`config.mk`:
```
export PLATFORM = sky130hd
export DESIGN_NAME = cdc_hs_rx
export DESIGN_NICKNAME = d
export VERILOG_FILES = /design/src/rtl/cdc_pkg.sv /design/src/rtl/cdc_sync_bit.sv /design/src/rtl/cdc_hs_rx.sv
export SDC_FILE = /design/constraint.sdc
export NUM_CORES = 1
export LEC_CHECK = 0
export CORE_ASPECT_RATIO = 1.5
export CORE_MARGIN = 1
export CORE_UTILIZATION = 35
export CTS_BUF_LIST = sky130_fd_sc_hd__clkbuf_4
export DETAILED_ROUTE_END_ITERATION = 10
export PLACE_DENSITY = 0.72
export SLEW_MARGIN = 10
export SYNTH_ARGS = -nofsm -noshare
export SYNTH_HDL_FRONTEND = slang
export SYNTH_SLANG_ARGS = --single-unit
export TNS_END_PERCENT = 100
```
`constraint.sdc`:
```
create_clock -name clk -period 2.25 [get_ports clk]
set_input_delay 0.675 -clock clk [delete_from_list [all_inputs] [get_ports clk]]
set_output_delay 0.675 -clock clk [all_outputs]
set_load 0.02 [all_outputs]
```
`src/rtl/cdc_pkg.sv`:
```
// Shared types and constants for the four-phase req/ack clock-domain handshake.
package cdc_pkg;
  localparam int CDC_SYNC_STAGES_DEF = 2;
  localparam int CDC_XFER_CNT_W      = 16;

  typedef enum logic [1:0] {
    IDLE = 2'd0,
    HOLD = 2'd1,
    ACK  = 2'd2
  } cdc_hs_state_t;
endpackage

```
`src/rtl/cdc_sync_bit.sv`:
```
// N-flop single-bit level synchronizer with asynchronous reset.
module cdc_sync_bit #(
  parameter int N = 2
) (
  input  logic clk,
  input  logic rst,
  input  logic d_i,
  output logic q_o
);
  (* async_reg = "true" *) logic [N-1:0] sync_q;

  always_ff @(posedge clk or posedge rst) begin
    if (rst) sync_q <= '0;
    else     sync_q <= {sync_q[N-2:0], d_i};
  end

  assign q_o = sync_q[N-1];
endmodule

```
`src/rtl/cdc_hs_rx.sv`:
```
// Destination-side four-phase handshake receiver: syncs req, captures the
// source-held word, hands it downstream with valid/ready and returns a flopped ack.
module cdc_hs_rx
  import cdc_pkg::*;
#(
  parameter int WIDTH       = 8,
  parameter int SYNC_STAGES = CDC_SYNC_STAGES_DEF
) (
  input  logic                      clk,
  input  logic                      rst,
  input  logic                      req_async,
  input  logic [WIDTH-1:0]          data_async,
  output logic                      ack,
  output logic [WIDTH-1:0]          out_data,
  output logic                      out_valid,
  input  logic                      out_ready,
  output logic [CDC_XFER_CNT_W-1:0] xfer_cnt,
  output logic                      proto_err
);
  logic                      req_s;
  cdc_hs_state_t             state_q;
  logic                      ack_q, valid_q, perr_q;
  logic [WIDTH-1:0]          data_q;
  logic [CDC_XFER_CNT_W-1:0] cnt_q, cnt_d;

  cdc_sync_bit #(.N(SYNC_STAGES)) u_req_sync (
    .clk (clk),
    .rst (rst),
    .d_i (req_async),
    .q_o (req_s)
  );

  assign cnt_d = cnt_q + 1'b1;

  // data_async is only sampled in IDLE on req_s high; the source holds it
  // stable until it sees ack, so no synchronizer is needed on the bus.
  always_ff @(posedge clk or posedge rst) begin
    if (rst) begin
      state_q <= IDLE;
      ack_q   <= 1'b0;
      valid_q <= 1'b0;
      data_q  <= '0;
      cnt_q   <= '0;
      perr_q  <= 1'b0;
    end else begin
      case (state_q)
        IDLE: begin
          if (req_s) begin
            data_q  <= data_async;
            valid_q <= 1'b1;
            state_q <= HOLD;
          end
        end
        HOLD: begin
          if (!req_s) perr_q <= 1'b1;
          if (out_ready) begin
            valid_q <= 1'b0;
            ack_q   <= 1'b1;
            cnt_q   <= cnt_d;
            state_q <= ACK;
          end
        end
        ACK: begin
          if (!req_s) begin
            ack_q   <= 1'b0;
            state_q <= IDLE;
          end
        end
        default: begin
          ack_q   <= 1'b0;
          valid_q <= 1'b0;
          state_q <= IDLE;
        end
      endcase
    end
  end

  assign ack       = ack_q;
  assign out_valid = valid_q;
  assign out_data  = data_q;
  assign xfer_cnt  = cnt_q;
  assign proto_err = perr_q;
endmodule

```
==> results of run 1 <==
[flip-flops by register name (all words and copies together) (netlist names)]
| register | flops |
|---|---|
| proto_err | 1 |
| out_data | 8 |
| ack | 1 |
| xfer_cnt | 16 |
| out_valid | 1 |
| u_req_sync.sync_q | 2 |
| state_q | 2 |
[final cells by class]
type,count,area (sq um)
clock buffers,6,45.0
clock inverters,2,7.51
fillers,328,1680
inverters,4,15.0
multi-input cells,62,453
flip-flops and latches,31,776
well taps,42,52.6
repair buffers,39,388
[cells by family (layout without fill, tap and decap cells)]
family / count (synthesis) / in the layout / share of synthesized area
buf+inv: 6 / 51 / 0.0248
mux: 9 / 9 / 0.0804
simple gates: 30 / 30 / 0.133
fa+ha+maj: 1 / 1 / 0.00993
compound gates: 7 / 7 / 0.0318
xor+xnor: 15 / 15 / 0.104
flops: 31 / 31 / 0.616
[cell usage after synthesis]
master,instances
sky130_fd_sc_hd__dfrtp_1,31
sky130_fd_sc_hd__mux2_2,9
sky130_fd_sc_hd__xnor2_1,9
sky130_fd_sc_hd__nand2_1,7
sky130_fd_sc_hd__xor2_1,6
sky130_fd_sc_hd__nor2_1,5
sky130_fd_sc_hd__and3_1,4
sky130_fd_sc_hd__inv_1,4
sky130_fd_sc_hd__nand4_1,4
sky130_fd_sc_hd__nand3_1,3
sky130_fd_sc_hd__o21ai_0,3
sky130_fd_sc_hd__a21oi_1,2
sky130_fd_sc_hd__and2_1,2
sky130_fd_sc_hd__and4_1,2
sky130_fd_sc_hd__a31o_2,1
sky130_fd_sc_hd__and4b_1,1
sky130_fd_sc_hd__buf_2,1
sky130_fd_sc_hd__buf_6,1
sky130_fd_sc_hd__ha_1,1
sky130_fd_sc_hd__nand3b_1,1
sky130_fd_sc_hd__nor3_2,1
sky130_fd_sc_hd__o22ai_1,1
[path summary, 6_finish.rpt]
kind	startpoint	slack, ns	to
min reg2reg	u_req_sync.sync_q[0]$_DFF_PP0_	0.37	u_req_sync.sync_q[1]$_DFF_PP0_
max	xfer_cnt[3]$_DFFE_PP0P_	0.15	xfer_cnt[3]
min	u_req_sync.sync_q[0]$_DFF_PP0_	0.37	u_req_sync.sync_q[1]$_DFF_PP0_
max reg2reg	state_q[0]$_DFFE_PP0P_	0.67	out_data[4]$_DFFE_PP0P_
max in group asynchronous	rst	1.26	ack$_DFFE_PP0P_
min in group asynchronous	rst	0.71	state_q[0]$_DFFE_PP0P_
[stage by stage]
step	util	power (uW)	instance area, sq um	instances
after floorplan	-	1270	1260	99
after global placement	0.493	1590	1680	178
final	0.508	1910	1740	186
after detailed placement	0.493	1610	1680	178
after global routing	0.508	2030	1740	186
after CTS	0.508	1930	1740	186
[cell usage in the layout, fill, tap and decap left out]
cell / instances
sky130_fd_sc_hd__a21oi_1: 2
sky130_fd_sc_hd__a31o_2: 1
sky130_fd_sc_hd__and2_1: 2
sky130_fd_sc_hd__and3_1: 4
sky130_fd_sc_hd__and4_1: 2
sky130_fd_sc_hd__and4b_1: 1
sky130_fd_sc_hd__buf_4: 1
sky130_fd_sc_hd__clkbuf_4: 6
sky130_fd_sc_hd__clkdlybuf4s50_1: 38
sky130_fd_sc_hd__clkinv_1: 2
sky130_fd_sc_hd__dfrtp_1: 31
sky130_fd_sc_hd__ha_1: 1
sky130_fd_sc_hd__inv_1: 4
sky130_fd_sc_hd__mux2_2: 9
sky130_fd_sc_hd__nand2_1: 7
sky130_fd_sc_hd__nand3_1: 3
sky130_fd_sc_hd__nand3b_1: 1
sky130_fd_sc_hd__nand4_1: 4
sky130_fd_sc_hd__nor2_1: 5
sky130_fd_sc_hd__nor3_2: 1
sky130_fd_sc_hd__o21ai_0: 3
sky130_fd_sc_hd__o22ai_1: 1
sky130_fd_sc_hd__xnor2_1: 9
sky130_fd_sc_hd__xor2_1: 6
[power breakdown]
part | switching (uW) | leakage, uW | internal [uW] | total [uW]
Sequential | 147 | 0.000388 | 712 | 859
Clock | 181 | 0.0000307 | 127 | 308
Combinational | 347 | 0.000356 | 393 | 740
Total | 675 | 0.000775 | 1230 | 1910
[layer usage]
layer / vias up / wire (microns) / global-route usage
met3: 5 / 173 / 0.0659
li1: 420 / - / -
met4: 0 / 52 / 0.0833
met5: - / 0 / 0
met1: 445 / 908 / 0.150
met2: 31 / 1300 / 0.263
==> run summary, run 1 <==
In the post-route analysis, the smallest setup slack over all paths is 0.150 ns. For the final database, setup skew stands at 0.00657 ns. Setup repair after global routing left no endpoint under its margin. Dividing the detail-routed wire length by the instance count gives 13.1 microns. The via count of the first global-routing pass was 951; the total clock buffers created by CTS was 5. Clock tree synthesis selected as its root buffer the cell sky130_fd_sc_hd__clkbuf_4. The number of hold buffers added after CTS is 0.

The cell depth of the worst setup path was 1; the max-cap violation count was 0. The clock net sink count is 31, and the setup TNS is 0 ns. The maximum number of pins on one net before global-route repair is 32, and the number of core rows is 26. The H-tree generated during clock tree synthesis spans 2 levels. The HPWL after detailed placement is 1830 microns. In this run the remaining antenna-violating nets after routing total 0. The ratio of final minimum period to clock period was 0.933; the post-synthesis cell area was 1260 sq um. Setup violations remaining at the end of the flow were counted as 0.

Along the worst hold path, the cell count comes to 0. The share of the synthesized area in the top cell type came out at 0.616. Global routing finished with a remaining overflow of 0.

The die is 75.5 microns tall. For the final count of hold timing violations, the log shows 0. Power spread over the standard cell area amounts to 1100 nW/um^2. The overall track demand over capacity in global routing is 0.151. Hold is met by 0.365 ns. The relative slew slack is 0.593. For the worst vdd rail ir drop, the log shows 0.643 mV.

First-pass GRT wire length: 4130 microns. After clock tree synthesis, the clock-pin slew on the worst setup and hold paths is 0.09 ns. The number of cells on the worst reg-to-reg path is 2, and the number of I/O port buffers is 38. TritonCTS built the clock tree.

Data on the critical path is required at its endpoint by 1.57 ns. Dividing the synthesized area by the synthesized cell count gives 12.7 sq um. The fraction of layout cells with a size suffix above 1 was 0.125; the count of inserted antenna diode cells was 0. Count of routing violations after the opening detailed-route iteration: 4. For this block, the routed nets add up to 2440 microns of wire.

After detailed routing, the number of vias per cell comes to 4.84. The run gives 99 as the cell count after synthesis. The tools report the area of the die as 3850 sq um. The post-synthesis sequential area ratio was 0.616.

At the pin with the least slew margin, the transition time is 0.607 ns. Post-CTS timing repair inserted 0 buffers for setup. Maximum net fanout on the critical path: 7.

Kind of critical path: flip-flop to output port. The tools report the category of the worst setup path capture point as an output port. The clock insertion delay at the later pin of the skew report was 0.33 ns; the via count was 901. Synthesis instantiated 22 different standard cells from the library. The final layout contains 156 nets. The final weighted congestion in routability-driven placement came out at 0.778. The run gives 1.43 ns as the arrival time at the worst endpoint. Once the clock tree was built, the resizer swapped 0 gates to a different size.

Number of antenna violations at the first check in global routing: 0. For this run, the slowest stage of the critical path takes 0.65 ns. The number of warning messages in the yosys log is 0. The combined buffer and inverter count along the critical path works out to 1. The signal on the critical path passes through clkdlybuf4s50_1.

The die outline width works out to 51.0 microns. The number of pins exceeding their max-slew limit in the final report is 0, and the starting density of the core is 0.369. The run finished with clean final reports. Relative to the synthesized area, the layout overhead comes to 37.8%. The net count of the mapped netlist was 112. The cell family contributing the most delay on the critical path is buffers and inverters.

The remaining routing DRC violations was 0. The run gives 0.116 ns as the placement-stage worst setup slack. The class of the tightest hold or removal check was flip-flop to flip-flop.

The master of the slowest instance on the critical path is sky130_fd_sc_hd__clkdlybuf4s50_1. For this run, the detailed router's first-pass iteration total came to 2. The tools report the leakage power summed over all cells as 0.000775 uW. Ranked by total cell area, the synthesized netlist is headed by sky130_fd_sc_hd__dfrtp_1, sky130_fd_sc_hd__mux2_2, sky130_fd_sc_hd__xnor2_1, sky130_fd_sc_hd__xor2_1, sky130_fd_sc_hd__nand2_1.

The cell type with the largest total area after synthesis was sky130_fd_sc_hd__dfrtp_1. Static timing analysis puts the maximum clock frequency at 476 MHz. After floorplanning, the core was sized to cover 3420 sq um. The worst path needs 2.10 ns of the cycle, external delays included. The run gives 2 as the number of buffers between clock root and the deepest sink. The flip-flop and latch count after synthesis is 31, and the count of boundary I/O pins is 39. STA classifies the critical path startpoint as a flip-flop.
No activity file was read; power rests on OpenSTA's default activity.
==> inputs of run 2 (changes only) <==
--- a/config.mk
+++ b/config.mk
@@ -11,6 +11,7 @@
 export CTS_BUF_LIST = sky130_fd_sc_hd__clkbuf_4
 export DETAILED_ROUTE_END_ITERATION = 10
 export PLACE_DENSITY = 0.72
+export REMOVE_ABC_BUFFERS = 1
 export SLEW_MARGIN = 10
 export SYNTH_ARGS = -nofsm -noshare
 export SYNTH_HDL_FRONTEND = slang
==> run 2 against run 1 <==
Sequential cell count stayed put; global-route usage fell by 0.59 points; sequential share of layout area fell by 0.13 points; combinational power about the same; power increased by 0.56%; clock power rose by 4%.
==> run summary, run 2 (synthesis gave the netlist of run 1 again) <==
The average vias per placed instance came out at 4.83. The run finished with clean final reports. For flop-to-flop paths, the worst setup slack is 0.68 ns. The core region area is 3420 sq um, and the relative slew slack is 0.575.

The worst hold path was traced through 0 stages. The overall track demand over capacity in global routing is 0.145. Clock tree synthesis inserted a total of 5 buffers.

The combined buffer and inverter count along the critical path was 1; the remaining routing DRC violations was 0. For the final routed database, the setup TNS stands at 0 ns. 0 antenna diodes ended up in the layout. The internal portion of the total power is 1220 uW. Startpoint of the worst-slack reg-to-reg timing path: state_q[0]$_DFFE_PP0P_.

After routing the design area is 1740 sq um. Clock tree synthesis found a total of 31 sinks. The run gives 1.44 ns as the arrival time at the worst endpoint. The die is 75.5 microns tall. The detailed router placed 898 vias in this run. The number of antenna violations at the first check in global routing was 0.

In the layout the commonest cells are sky130_fd_sc_hd__clkdlybuf4s50_1, sky130_fd_sc_hd__dfrtp_1, sky130_fd_sc_hd__xnor2_1, sky130_fd_sc_hd__mux2_2, sky130_fd_sc_hd__nand2_1. Entering global routing, the biggest net connects 32 pins. The number of instances in the placed design is 178, and the number of cells in the finished layout apart from fillers is 186. For the starting density of the core, the log shows 0.369. Ratio of final minimum period to clock period: 0.942. The via count of the first global-routing pass was 891; the fraction of layout cells with a size suffix above 1 was 0.139. The smallest clock period supported by the final layout is computed as 2.12 ns.

Global routing finished with a remaining overflow of 0. For the final count of hold timing violations, the log shows 0. The part of the total power dissipated in combinational logic is 0.387, and the number of cells on the worst reg-to-reg path is 2. Summed over all nets, the half-perimeter wirelength after detailed placement is 1860 microns. TritonCTS built the clock tree. The critical path launch point type is a flip-flop. The largest individual stage delay along the critical path comes from the cell sky130_fd_sc_hd__clkdlybuf4s50_1. Clock tree synthesis selected as its root buffer the cell sky130_fd_sc_hd__clkbuf_4. Setup repair after global routing left no endpoint under its margin. The class of the tightest hold or removal check is flip-flop to flip-flop. The transition time of the tightest slew-check pin was 0.633 ns. The logs give 0 for the number of pins exceeding their max-slew limit in the final report and 4 for the number of optimization iterations in the first detailed-route pass.

For the worst-skew pair, the clock arrives at the later sink with an insertion delay of 0.34 ns. Based on the critical path, the design can be clocked at up to 472 MHz. In this design, the stage delay of the slowest critical-path cell is 0.65 ns. The first global-routing pass estimated 3940 microns of wire. Clock skew on the completed layout was measured at 0.00997 ns. The die outline width is 51.0 microns. The critical path is of the flip-flop to output port type. The register with the most flip-flops in the layout has 16 of them.

Once detail routing completed, the nets flagged for antenna violations numbered 0. Part of the power in registers: 0.446. Max-cap violation count: 0. The floorplan has 26 rows. In the final design database the tool counted 156 nets. The switching share of total power was 0.362; the clock-pin slew on the worst setup and hold paths was 0.10 ns. The endpoint with the worst hold slack was u_req_sync.sync_q[1]$_DFF_PP0_.

In this run the post-CTS setup repair buffer count came out at 0. The logs give 0.815 for the final weighted congestion in routability-driven placement and 13 for the count of routing violations after the opening detailed-route iteration. The count of buffers added on input and output ports is 38. For the setup-violating endpoint count in the final report, the log shows 0.

The clock passes through at most 2 buffers. Walking the worst path, the cells encountered are clkdlybuf4s50_1. The power per unit of standard cell area was 1100 nW/um^2. The startpoint identified for the worst hold timing path is u_req_sync.sync_q[0]$_DFF_PP0_. The placed instances occupy a cell area of 1680 sq um. The worst register-to-register path ends at out_data[0]$_DFFE_PP0P_. In the final routed layout, each cell accounts on average for 12.9 microns.

After detailed routing, the total wire length is 2400 microns. 39 I/O pins were placed. The tools report the category of the worst setup path capture point as an output port.

CTS built an H-tree with a depth of 2. For the worst setup path, the data required time is 1.57 ns. The die covers 3850 sq um.

Across the VDD grid, the largest voltage drop is 0.576 mV. The number of hold buffers added after CTS was 0. Gates resized during post-CTS repair numbered 0. The part of the total power dissipated in the clock network came out at 0.167.

The most frequent standard cell in the layout excluding fill and tap cells was sky130_fd_sc_hd__clkdlybuf4s50_1. The maximum net fanout on the critical path is 7. Broken down by cell family, the worst path's largest delay share belongs to buffers and inverters. The net switching power was 694 uW. The post-synthesis to final-layout area growth was 38.2%; the leakage power summed over all cells was 0.000772 uW.
[run 2: cell count changes in the layout (fill, tap and decap cells not counted)]
cell / change
sky130_fd_sc_hd__clkinv_2: +1
sky130_fd_sc_hd__clkinv_1: -2
sky130_fd_sc_hd__clkbuf_4: -1
sky130_fd_sc_hd__clkinvlp_4: +2
[run 2: worst max path at each step]
stage                                          end               startpoint  cells after the start  slack [ns]
final                                  xfer_cnt[3]  xfer_cnt[3]$_DFFE_PP0P_                      1        0.13
after global routing                   xfer_cnt[3]  xfer_cnt[3]$_DFFE_PP0P_                      1        0.05
after CTS                              xfer_cnt[3]  xfer_cnt[3]$_DFFE_PP0P_                      1         0.1
after detailed placement  xfer_cnt[10]$_DFFE_PP0P_                out_ready                      5        0.12
after global placement    xfer_cnt[10]$_DFFE_PP0P_                out_ready                      5        0.15
after floorplan           xfer_cnt[10]$_DFFE_PP0P_                out_ready                      4        0.73
[run 2: through the flow]
step / hold WS, ns / total power, uW / util / setup slack [ns]
final: 0.365 / 1920 / 0.510 / 0.131
after CTS: 0.372 / 1950 / 0.510 / 0.0971
after detailed placement: 0.346 / 1620 / 0.493 / 0.117
after floorplan: 0.331 / 1240 / - / 0.728
after global routing: 0.376 / 2040 / 0.510 / 0.0511
after global placement: 0.335 / 1590 / 0.493 / 0.152
[run 2: power by group through the flow]
stage | clock (uW) | sequential (uW) | combinational (uW)
detailed placement | 0 | 870 | 747
floorplan | 0 | 1010 | 234
finish | 320 | 856 | 743
global placement | 0 | 859 | 730
CTS | 338 | 860 | 752
global route | 355 | 886 | 795
[run 2: worst register-to-register path, stage by stage, from the launching register on]
cell and delay (ns):
sky130_fd_sc_hd__dfrtp_1 0.48, sky130_fd_sc_hd__nor3_2 0.59, sky130_fd_sc_hd__mux2_2 0.41
[run 2: metal layers]
metal	GRT usage	share of wire	wire length, microns	vias up
li1	-	-	-	422
met1	0.150	0.38	909	437
met2	0.249	0.53	1270	34
met3	0.0639	0.073	174	5
met4	0.0741	0.020	47	0
met5	0	0	0	-
[run 2: cell type report]
type	instances	area, sq um
clock buffers	5	37.5
inverters	4	15.0
clock inverters	3	20.0
repair buffers	39	388
flip-flops and latches	31	776
multi-input cells	62	453
well taps	42	52.6
fillers	321	1670
==> inputs of run 3 (changes only) <==
--- a/config.mk
+++ b/config.mk
@@ -9,6 +9,7 @@
 export CORE_MARGIN = 1
 export CORE_UTILIZATION = 35
 export CTS_BUF_LIST = sky130_fd_sc_hd__clkbuf_4
+export CTS_CLUSTER_SIZE = 12
 export DETAILED_ROUTE_END_ITERATION = 10
 export PLACE_DENSITY = 0.72
 export REMOVE_ABC_BUFFERS = 1
==> results of run 3 <==
Final layout, timing and power as in run 2 (identical DEF).
